File: config.mk
export PLATFORM = sky130hd
export DESIGN_NAME = alarm_sequencer
export DESIGN_NICKNAME = d
export VERILOG_FILES = /design/src/rtl/alarm_pkg.sv /design/src/rtl/alarm_time_editor.sv /design/src/rtl/alarm_sequencer.sv
export SDC_FILE = /design/constraint.sdc
export NUM_CORES = 1
export LEC_CHECK = 0
export CORE_UTILIZATION = 47
export CTS_BUF_LIST = sky130_fd_sc_hd__clkbuf_16
export DETAILED_ROUTE_END_ITERATION = 7
export GPL_TIMING_DRIVEN = 0
export PLACE_DENSITY = 0.74
export SLEW_MARGIN = 20
export SYNTH_ARGS = -nofsm -noshare
export SYNTH_HDL_FRONTEND = slang
export SYNTH_SLANG_ARGS = --single-unit
File: constraint.sdc
create_clock -name clk_i -period 1.78 [get_ports clk_i]
set_input_delay 0.178 -clock clk_i [delete_from_list [all_inputs] [get_ports clk_i]]
set_output_delay 0.178 -clock clk_i [all_outputs]
set_load 0.03 [all_outputs]
File: src/rtl/alarm_pkg.sv
// Shared types and defaults for the alarm clock sequencer and its time-field editor.
package alarm_pkg;

  typedef enum logic [1:0] {
    StDisarmed = 2'd0,
    StArmed    = 2'd1,
    StRinging  = 2'd2,
    StSnoozing = 2'd3
  } alarm_state_e;

  typedef enum logic [1:0] {
    FldNone    = 2'd0,
    FldHours   = 2'd1,
    FldMinutes = 2'd2,
    FldSeconds = 2'd3
  } set_field_e;

  localparam int unsigned DefHw = 2;
  localparam int unsigned DefMw = 2;
  localparam int unsigned DefSw = 4;

  function automatic set_field_e next_field(input set_field_e fld);
    unique case (fld)
      FldNone:    return FldHours;
      FldHours:   return FldMinutes;
      FldMinutes: return FldSeconds;
      default:    return FldNone;
    endcase
  endfunction

endpackage

File: src/rtl/alarm_time_editor.sv
// Programmed alarm time: edit-field selection plus three wrapping field registers.
module alarm_time_editor
  import alarm_pkg::*;
#(
  parameter int unsigned HW = DefHw,
  parameter int unsigned MW = DefMw,
  parameter int unsigned SW = DefSw
) (
  input  logic          clk_i,
  input  logic          reset_i,
  input  logic          mode_i,
  input  logic          inc_i,
  output logic [1:0]    set_field_o,
  output logic [HW-1:0] hours_o,
  output logic [MW-1:0] minutes_o,
  output logic [SW-1:0] seconds_o
);

  set_field_e    field_q, field_d;
  logic [HW-1:0] hours_q, hours_d;
  logic [MW-1:0] minutes_q, minutes_d;
  logic [SW-1:0] seconds_q, seconds_d;

  // Increment targets the field selected before any same-cycle mode press.
  always_comb begin
    field_d   = field_q;
    hours_d   = hours_q;
    minutes_d = minutes_q;
    seconds_d = seconds_q;
    if (mode_i) field_d = next_field(field_q);
    if (inc_i) begin
      unique case (field_q)
        FldHours:   hours_d   = hours_q + 1'b1;
        FldMinutes: minutes_d = minutes_q + 1'b1;
        FldSeconds: seconds_d = seconds_q + 1'b1;
        default:    ;
      endcase
    end
  end

  always_ff @(posedge clk_i) begin
    if (reset_i) begin
      field_q   <= FldNone;
      hours_q   <= '0;
      minutes_q <= '0;
      seconds_q <= '0;
    end else begin
      field_q   <= field_d;
      hours_q   <= hours_d;
      minutes_q <= minutes_d;
      seconds_q <= seconds_d;
    end
  end

  assign set_field_o = field_q;
  assign hours_o     = hours_q;
  assign minutes_o   = minutes_q;
  assign seconds_o   = seconds_q;

endmodule

File: src/rtl/alarm_sequencer.sv
// Alarm control FSM: arms/disarms, rings on a rising match, handles snooze and ring timeout,
// and drives the buzzer. Alarm time editing is delegated to alarm_time_editor.
module alarm_sequencer
  import alarm_pkg::*;
#(
  parameter int unsigned HW           = DefHw,
  parameter int unsigned MW           = DefMw,
  parameter int unsigned SW           = DefSw,
  parameter int unsigned RING_TICKS   = 8,
  parameter int unsigned SNOOZE_TICKS = 5,
  parameter int unsigned MAX_SNOOZE   = 3
) (
  input  logic          clk_i,
  input  logic          reset_i,
  input  logic          tick_i,
  input  logic          match_i,
  input  logic          btn_mode_i,
  input  logic          btn_inc_i,
  input  logic          btn_arm_i,
  input  logic          btn_stop_i,
  input  logic          btn_snooze_i,
  output logic [HW-1:0] alarm_hours_o,
  output logic [MW-1:0] alarm_minutes_o,
  output logic [SW-1:0] alarm_seconds_o,
  output logic [1:0]    set_field_o,
  output logic          armed_o,
  output logic          ringing_o,
  output logic          buzzer_o
);

  localparam int unsigned RcW = $clog2(RING_TICKS + 1);
  localparam int unsigned ScW = $clog2(SNOOZE_TICKS + 1);
  localparam int unsigned NsW = $clog2(MAX_SNOOZE + 1);

  localparam logic [RcW-1:0] RingLoad   = RcW'(RING_TICKS);
  localparam logic [ScW-1:0] SnoozeLoad = ScW'(SNOOZE_TICKS);
  localparam logic [NsW-1:0] SnoozeMax  = NsW'(MAX_SNOOZE);

  alarm_state_e   state_q, state_d;
  logic [RcW-1:0] ring_cnt_q, ring_cnt_d;
  logic [ScW-1:0] snooze_cnt_q, snooze_cnt_d;
  logic [NsW-1:0] snooze_num_q, snooze_num_d;
  logic           match_q;
  logic           armed_q, armed_d;
  logic           ringing_q, ringing_d;
  logic           buzzer_q, buzzer_d;
  logic           trigger;
  logic           mode_en;

  assign trigger = match_i & ~match_q & (set_field_o == FldNone);
  assign mode_en = btn_mode_i & ((state_q == StDisarmed) | (state_q == StArmed));

  alarm_time_editor #(
    .HW (HW),
    .MW (MW),
    .SW (SW)
  ) u_editor (
    .clk_i       (clk_i),
    .reset_i     (reset_i),
    .mode_i      (mode_en),
    .inc_i       (btn_inc_i),
    .set_field_o (set_field_o),
    .hours_o     (alarm_hours_o),
    .minutes_o   (alarm_minutes_o),
    .seconds_o   (alarm_seconds_o)
  );

  always_ff @(posedge clk_i) begin
    if (reset_i) begin
      state_q      <= StDisarmed;
      ring_cnt_q   <= '0;
      snooze_cnt_q <= '0;
      snooze_num_q <= '0;
      match_q      <= 1'b0;
      armed_q      <= 1'b0;
      ringing_q    <= 1'b0;
      buzzer_q     <= 1'b0;
    end else begin
      state_q      <= state_d;
      ring_cnt_q   <= ring_cnt_d;
      snooze_cnt_q <= snooze_cnt_d;
      snooze_num_q <= snooze_num_d;
      match_q      <= match_i;
      armed_q      <= armed_d;
      ringing_q    <= ringing_d;
      buzzer_q     <= buzzer_d;
    end
  end

  // Priority: arm > stop > snooze > timer expiry > trigger.
  always_comb begin
    state_d      = state_q;
    ring_cnt_d   = ring_cnt_q;
    snooze_cnt_d = snooze_cnt_q;
    snooze_num_d = snooze_num_q;
    unique case (state_q)
      StDisarmed: begin
        if (btn_arm_i) state_d = StArmed;
      end
      StArmed: begin
        if (btn_arm_i) begin
          state_d = StDisarmed;
        end else if (trigger) begin
          state_d      = StRinging;
          ring_cnt_d   = RingLoad;
          snooze_num_d = '0;
        end
      end
      StRinging: begin
        if (btn_arm_i) begin
          state_d = StDisarmed;
        end else if (btn_stop_i) begin
          state_d = StArmed;
        end else if (btn_snooze_i) begin
          if (snooze_num_q < SnoozeMax) begin
            state_d      = StSnoozing;
            snooze_cnt_d = SnoozeLoad;
            snooze_num_d = snooze_num_q + 1'b1;
          end else begin
            state_d = StArmed;
          end
        end else if (tick_i) begin
          if (ring_cnt_q == RcW'(1)) state_d = StArmed;
          else ring_cnt_d = ring_cnt_q - 1'b1;
        end
      end
      StSnoozing: begin
        if (btn_arm_i) begin
          state_d = StDisarmed;
        end else if (btn_stop_i) begin
          state_d = StArmed;
        end else if (tick_i) begin
          if (snooze_cnt_q == ScW'(1)) begin
            state_d    = StRinging;
            ring_cnt_d = RingLoad;
          end else begin
            snooze_cnt_d = snooze_cnt_q - 1'b1;
          end
        end
      end
      default: state_d = StDisarmed;
    endcase
  end

  // Buzzer starts high on ring entry and toggles per tick while the ring continues.
  always_comb begin
    armed_d   = (state_d != StDisarmed);
    ringing_d = (state_d == StRinging);
    buzzer_d  = 1'b0;
    if (state_d == StRinging) begin
      if (state_q != StRinging) buzzer_d = 1'b1;
      else buzzer_d = tick_i ? ~buzzer_q : buzzer_q;
    end
  end

  assign armed_o   = armed_q;
  assign ringing_o = ringing_q;
  assign buzzer_o  = buzzer_q;

endmodule

==> results of run 1 <==
==> worst max-delay path, stage by stage (launching register included) <==
cell and delay (ns):
dfxtp_2 0.32, ha_1 0.20, or2b_1 0.22, o32a_1 0.31, or4b_1 0.49, a21oi_2 0.13
==> timing repair <==
action                                  in CTS  in global routing
setup buffers                                1                  2
endpoints found under the setup margin       2                  4
resized for setup                            2                  3
hold endpoints to repair                     0                  0
pin swaps                                    3                  5
==> cells in the mapped netlist, drive strengths merged (2+ instances only) <==
cell	number
nor2	17
nand3	5
or2b	2
nor3	4
a211oi	3
dfxtp	25
nand2	8
nor3b	2
nor2b	3
inv	8
a211o	2
o21ai	9
or3	3
nand4b	2
buf	3
clkbuf	3
nand2b	3
ha	10
a21oi	8
xor2	7
==> metrics by stage <==
step	setup WS (ns)	hold WS (ns)	total power, uW	std cells
3_3_place_gp	-0.182	0.460	752	199
4_1_cts	0.0144	0.487	1240	204
5_1_grt	-0.0398	0.502	1280	206
6_report	0.0483	0.482	1240	206
3_5_place_dp	-0.221	0.471	755	199
2_1_floorplan	0.00403	0.306	692	148
==> area by class of cell <==
cell class	instances	share of cell area, %
plain buffers	6	1.94
repair buffers	24	13.9
clock buffers	3	4.48
clock inverters	1	0.224
flip-flops and latches	25	30.1
inverters	8	1.79
well taps	30	2.24
multi-input cells	109	45.3
==> layer usage <==
layer / part of all wire [%] / global-route usage [%]
met3: 3.6 / 6.39
met5: 0 / 0
met4: 0.33 / 1.71
met1: 48 / 26.0
met2: 48 / 31.5
==> cell families after synthesis <==
family / after synthesis / synth area share, %
compound gates: 33 / 17.3
buf+inv: 14 / 4.77
mux: 2 / 1.62
fa+ha+maj: 10 / 9.54
flops: 25 / 38.2
xor+xnor: 7 / 4.68
simple gates: 57 / 24.0
==> final timing paths <==
check / from / to / slack, ns / cells after the start
max reg2reg: snooze_num_q[0] / snooze_num_q[1] / 0.05 / 5
min reg2reg: u_editor.seconds_o[3] / u_editor.seconds_o[3] / 0.48 / 2
max: snooze_num_q[0] / snooze_num_q[1] / 0.05 / 5
min: u_editor.seconds_o[3] / u_editor.seconds_o[3] / 0.48 / 2
==> state kept, by name, indices dropped and copies added, names as in the netlist <==
| register | flops |
|---|---|
| buzzer_o | 1 |
| snooze_cnt_q | 3 |
| ringing_o | 1 |
| snooze_num_q | 2 |
| u_editor.hours_o | 2 |
| u_editor.set_field_o | 2 |
| armed_o | 1 |
| match_q | 1 |
| ring_cnt_q | 4 |
| state_q | 2 |
| u_editor.seconds_o | 4 |
| u_editor.minutes_o | 2 |
==> power by group through the flow <==
stage	clock network, uW	registers [uW]	logic (uW)
floorplan	0	618	74.4
global placement	0	598	154
detailed placement	0	599	157
CTS	490	587	160
global route	516	589	177
finish	489	587	164
==> impl_results.md, run 1 <==
* Status: completed
* Final Core Density at 65.3%
* Netlist cell types at 44
* Switching part of the total power at around a quarter
* Post-synth top area cell: dfxtp_1
* Die area at 0.00301 mm2
* Endpoints failing setup at 0
* DP HPWL at just over 2000 um
* CTS Hold Buffers Added at 0
* CTS tree: yes
* Slew at the pin with the worst max-slew slack at between 0.4 and 0.5 ns
* # IOs at 22
* Overall Global Routing Usage at 19.5%
* Area delta synth->final at 27.8%
* Max-slew headroom at between 60% and 70%
* Synth Flop Type: dfxtp_1
* Fin crit share at slightly below 100%
* Slew Viols, Final at 0
* Routed len/inst at about 13 um
* Placed Area at between 0.0015 and 0.002 mm2
* Comb pwr share at a little over an eighth
* Int Pwr at 949 uW
* Clock power share at between 30 and 40%
* RePlAce Congestion at 0.920
* FILL cells at between 200 and 250
* Initial DRC Count at 18
* Setup_tns at 0 ns
* Clk_lat worst skew at 0.25 ns
* WL final at approximately 2700 um
* Pin count of the biggest net entering global routing at 14
* Drt drc at 0
* First-pass GRT wire length at ~4200 um
* H-tree levels at 1
* Core area at approximately 0.0026 mm2
* Syn_nets at about 170
* Mean Syn Cell Area at around 9 um2
* I/O Buffers at 21
* Detailed Routing Iterations Pass 1 at 4
* Worst path arrival time at 1.92 ns
* Clock buffer depth at 2
* Pwr per Cell Area at around 740 mW/mm2
* Post-route cell area at 0.00168 mm2
* Register area at slightly above 500 um2
* Rows at 18
* MaxCap Viol Count at 0
* Nets at about 200
* Sequential fraction of the synthesis area at between 30% and 40%
* Vias per cell at between 5 and 6
* LEAKAGE at roughly 0.00065 uW
* Fin Clk Skew at slightly above 0.002 ns
* CTS buffer count at 3
* Largest cells by area after synthesis: dfxtp_1 38%, ha_1 9.5%, nor2_1 4.9%
* Required time of the critical path at slightly below 2 ns
* Tmin final at around 1.7 ns
* CTS root buf: clkbuf_16
* Vias in the first global route at a little under 1000
* Psw at ~290 uW
* Share of cells above drive strength 1 at 9.09%
* Antenna diode count at 0
* Final ANT Viol Nets at 0
* Number of flops mapped to enable cells by yosys at 0
* Critical path peak fanout at 3
* DIE WIDTH at approximately 55 um
* Die Height at ~55 um
* FF+latch count, synth at 25
* Top cell type's share of synthesized area at a little under two fifths
* Hold Vio Cnt, Final at 0
* Starting density of the core at 51.1%
* Setup CP Type: register to register
* CP Capture Type: register
* Register share of total power at a little under half
* HP Class: register to register
* Reg clk slew, reported paths at 0.06 ns
* RSZ-0062 raised after global routing: true
* Sink Count at 25
* Multi-input logic area at about 760 um2
* Synthesized cell area at approximately 0.0013 mm2
* Most frequent cells in the layout: 22 x dfxtp_1, 21 x clkdlybuf4s50_1, 17 x nor2_1
* Grt ovf at 0
* Initial antenna violation count at 0
* Maximum VDD drop at 1010 uV
* Post-Synthesis Cells at roughly 150
* Async set-reset flop share out of synthesis at 0%
* Synth warn at 0
* Worst setup SP type: register
* Via count at approximately 1100
* Commonest non-fill, non-tap cell in the layout: dfxtp_1
* Fmax at roughly 0.58 GHz
Note: power is estimated with default switching activity, not from simulation.
==> run 2, diff against run 1 <==
CTS_CLUSTER_SIZE = 8   (was unset)
==> results of run 2 <==
Final layout, timing and power as in run 1 (identical DEF).
==> run 3, diff against run 2 <==
CORE_ASPECT_RATIO = 1.75   (was unset)
==> run 3 against run 2 <==
Net effect: cell count down 1.9%; clock-buffer cell count unchanged; non-clock buffer count down 1; worst hold slack better by 0.0080 ns; core utilization down 2.1 points; total power up 0.19%; sequential share of layout area about the same; fmax up 1.4%; worst setup slack better by 0.024 ns; critical path depth unchanged; clock power about the same; via count up 0.61%; critical path type is now input port to register; highest routed layer unchanged.
==> impl_results.md, run 3 (synthesis results as in run 1) <==
* Status: completed (unchanged)
* Hold Path End: snooze_cnt_q[1] (was u_editor.seconds_o[3])
* Area delta synth->final at 28.0% (was 27.8%)
* Hold Path Origin: snooze_cnt_q[1] (was u_editor.seconds_o[3])
* FF-to-FF path depth at 5 (unchanged)
* Share of cells above drive strength 1 at 10.9% (was 9.09%)
* LEAKAGE at 0.000638 uW (was 0.000647 uW)
* Starting density of the core at 49.3% (was 51.1%)
* Routed len/inst at 14.8 um (was 13.3 um)
* Initial DRC Count at 24 (was 18)
* Hold Vio Cnt, Final at 0 (unchanged)
* Rows at 25 (was 18)
* Pin count of the biggest net entering global routing at 14 (unchanged)
* H-tree levels at 1 (unchanged)
* Required time of the critical path at 1.97 ns (about the same)
* Sink Count at 25 (unchanged)
* I/O Buffers at 21 (unchanged)
* Fin Clk Skew at 0.00393 ns (was 0.00205 ns)
* Final ANT Viol Nets at 0 (unchanged)
* Worst setup SP type: input port (was register)
* CTS Hold Buffers Added at 0 (unchanged)
* RSZ-0062 raised after global routing: false (was true)
* Worst path arrival time at 1.89 ns (was 1.92 ns)
* Routed wl met2 at 1670 um (was 1300 um)
* CTS root buf: clkbuf_16 (unchanged)
* WL final at 2980 um (was 2730 um)
* HP Class: register to register (unchanged)
* CP Capture Type: register (unchanged)
* CTS buffer count at 3 (unchanged)
* Vias in the first global route at 1170 (was 976)
* MaxCap Viol Count at 0 (unchanged)
* Slew Viols, Final at 0 (unchanged)
* Hold_ws at 0.490 ns (was 0.482 ns)
* RePlAce Congestion at 0.832 (was 0.920)
* Post-Place Cells at 196 (was 199)
* Vias per cell at 5.70 (was 5.56)
* Grt ovf at 0 (unchanged)
* Nets at 195 (was 196)
* Fin crit share at 96.0% (was 97.3%)
* Fmax at 0.585 GHz (was 0.577 GHz)
* Post-Route M1 WL at 1200 um (was 1320 um)
* Final Core Density at 63.1% (was 65.3%)
* Initial antenna violation count at 0 (unchanged)
* FF-to-FF End: snooze_num_q[1] (unchanged)
* Max-slew headroom at 70.2% (was 68.8%)
* Core area at 0.00266 mm2 (was 0.00257 mm2)
* Most frequent cells in the layout: 22 x dfxtp_1, 21 x clkdlybuf4s50_1, 17 x nor2_1 (unchanged)
* Clk_lat worst skew at 0.26 ns (was 0.25 ns)
* Setup_tns at 0 ns (unchanged)
* Post-route insts no fill at 202 (was 206)
* Clock buffer depth at 2 (unchanged)
* Metal3 WL at 69 um (was 98 um)
* Critical R2R Launch: snooze_num_q[1] (was snooze_num_q[0])
* Die area at 0.00301 mm2 (about the same)
* Critical path peak fanout at 5 (was 3)
* Hold path depth at 2 (unchanged)
* Antenna diode count at 0 (unchanged)
* Pwr per Cell Area at 740 mW/mm2 (about the same)
* Endpoints failing setup at 0 (unchanged)
* Die Height at 71.9 um (was 54.8 um)
* First-pass GRT wire length at 5060 um (was 4220 um)
* Tmin final at 1.71 ns (was 1.73 ns)
* Pwr Total at 1240 uW (about the same)
* CTS tree: yes (unchanged)
* DIE WIDTH at 41.9 um (was 54.8 um)
* Overall Global Routing Usage at 21.5% (was 19.5%)
* Highest routed layer: met4 (unchanged)
* Detailed Routing Iterations Pass 1 at 4 (unchanged)
* DP HPWL at 2200 um (was 2070 um)
* Setup CP Type: input port to register (was register to register)
* Reg2reg setup slack at 0.07 ns (was 0.05 ns)
* Via count at 1152 (was 1145)
* Drt drc at 0 (unchanged)
* Commonest non-fill, non-tap cell in the layout: dfxtp_1 (unchanged)
* Slew at the pin with the worst max-slew slack at 0.448 ns (was 0.467 ns)
* # IOs at 22 (unchanged)
* Maximum VDD drop at 541 uV (was 1010 uV)
* Reg clk slew, reported paths at 0.06 ns (about the same)
run 3: cell count changes in the layout (fill, tap and decap cells not counted):
cell / previous run / this run
ha_4: 0 / 1
inv_1: 9 / 7
a21oi_1: 7 / 8
buf_4: 3 / 2
ha_1: 10 / 7
a21oi_2: 1 / 0
ha_2: 0 / 2
inv_2: 0 / 2
run 3: layout make-up:
cell class	instances	area, um2
Fill cell	230	981
Tap cell	27	33.8
Multi-Input combinational cell	109	773
Timing Repair Buffer	23	225
Sequential cell	25	504
Inverter	8	30.0
Buffer	6	32.5
Clock buffer	3	75.1
Clock inverter	1	3.75
run 3: report_power, final:
group,switching [uW],total (uW),internal [uW]
sequential,12.7,588,576
clock,188,488,300
combinational,90.9,165,74.6
run 3: worst max-delay path, cell delays in order:
cell	delay [ns]
clkdlybuf4s50_1	0.54
or2b_1	0.24
o32a_1	0.33
or4b_1	0.48
a21oi_1	0.13
run 3: worst max-delay path by stage:
stage	from	to	cells after the start
6_report	btn_snooze_i	snooze_num_q[1]	5
3_5_place_dp	tick_i	armed_o	5
3_3_place_gp	tick_i	armed_o	5
4_1_cts	ring_cnt_q[0]	armed_o	5
5_1_grt	snooze_cnt_q[1]	ring_cnt_q[1]	6
2_1_floorplan	u_editor.set_field_o[0]	ring_cnt_q[1]	6
run 3: layer usage:
metal  GRT usage, %  vias up
li1               -      575
met1           22.8      550
met2           40.8       21
met3           2.77        6
met4           9.32        0
met5              0        -
run 3: timing repair:
item / in CTS / in global routing
endpoints found under the setup margin: 2 / 8
pin swaps: 5 / 4
setup buffers: 1 / 1
gates resized for setup: 1 / 9
run 3: metrics by stage:
step / setup WS [ns] / instance area [um2]
CTS: 0.00181 / 1640
global route: 0.00507 / 1680
finish: 0.0720 / 1680
detailed placement: -0.254 / 1560
global placement: -0.229 / 1560
floorplan: 0.00403 / 1310
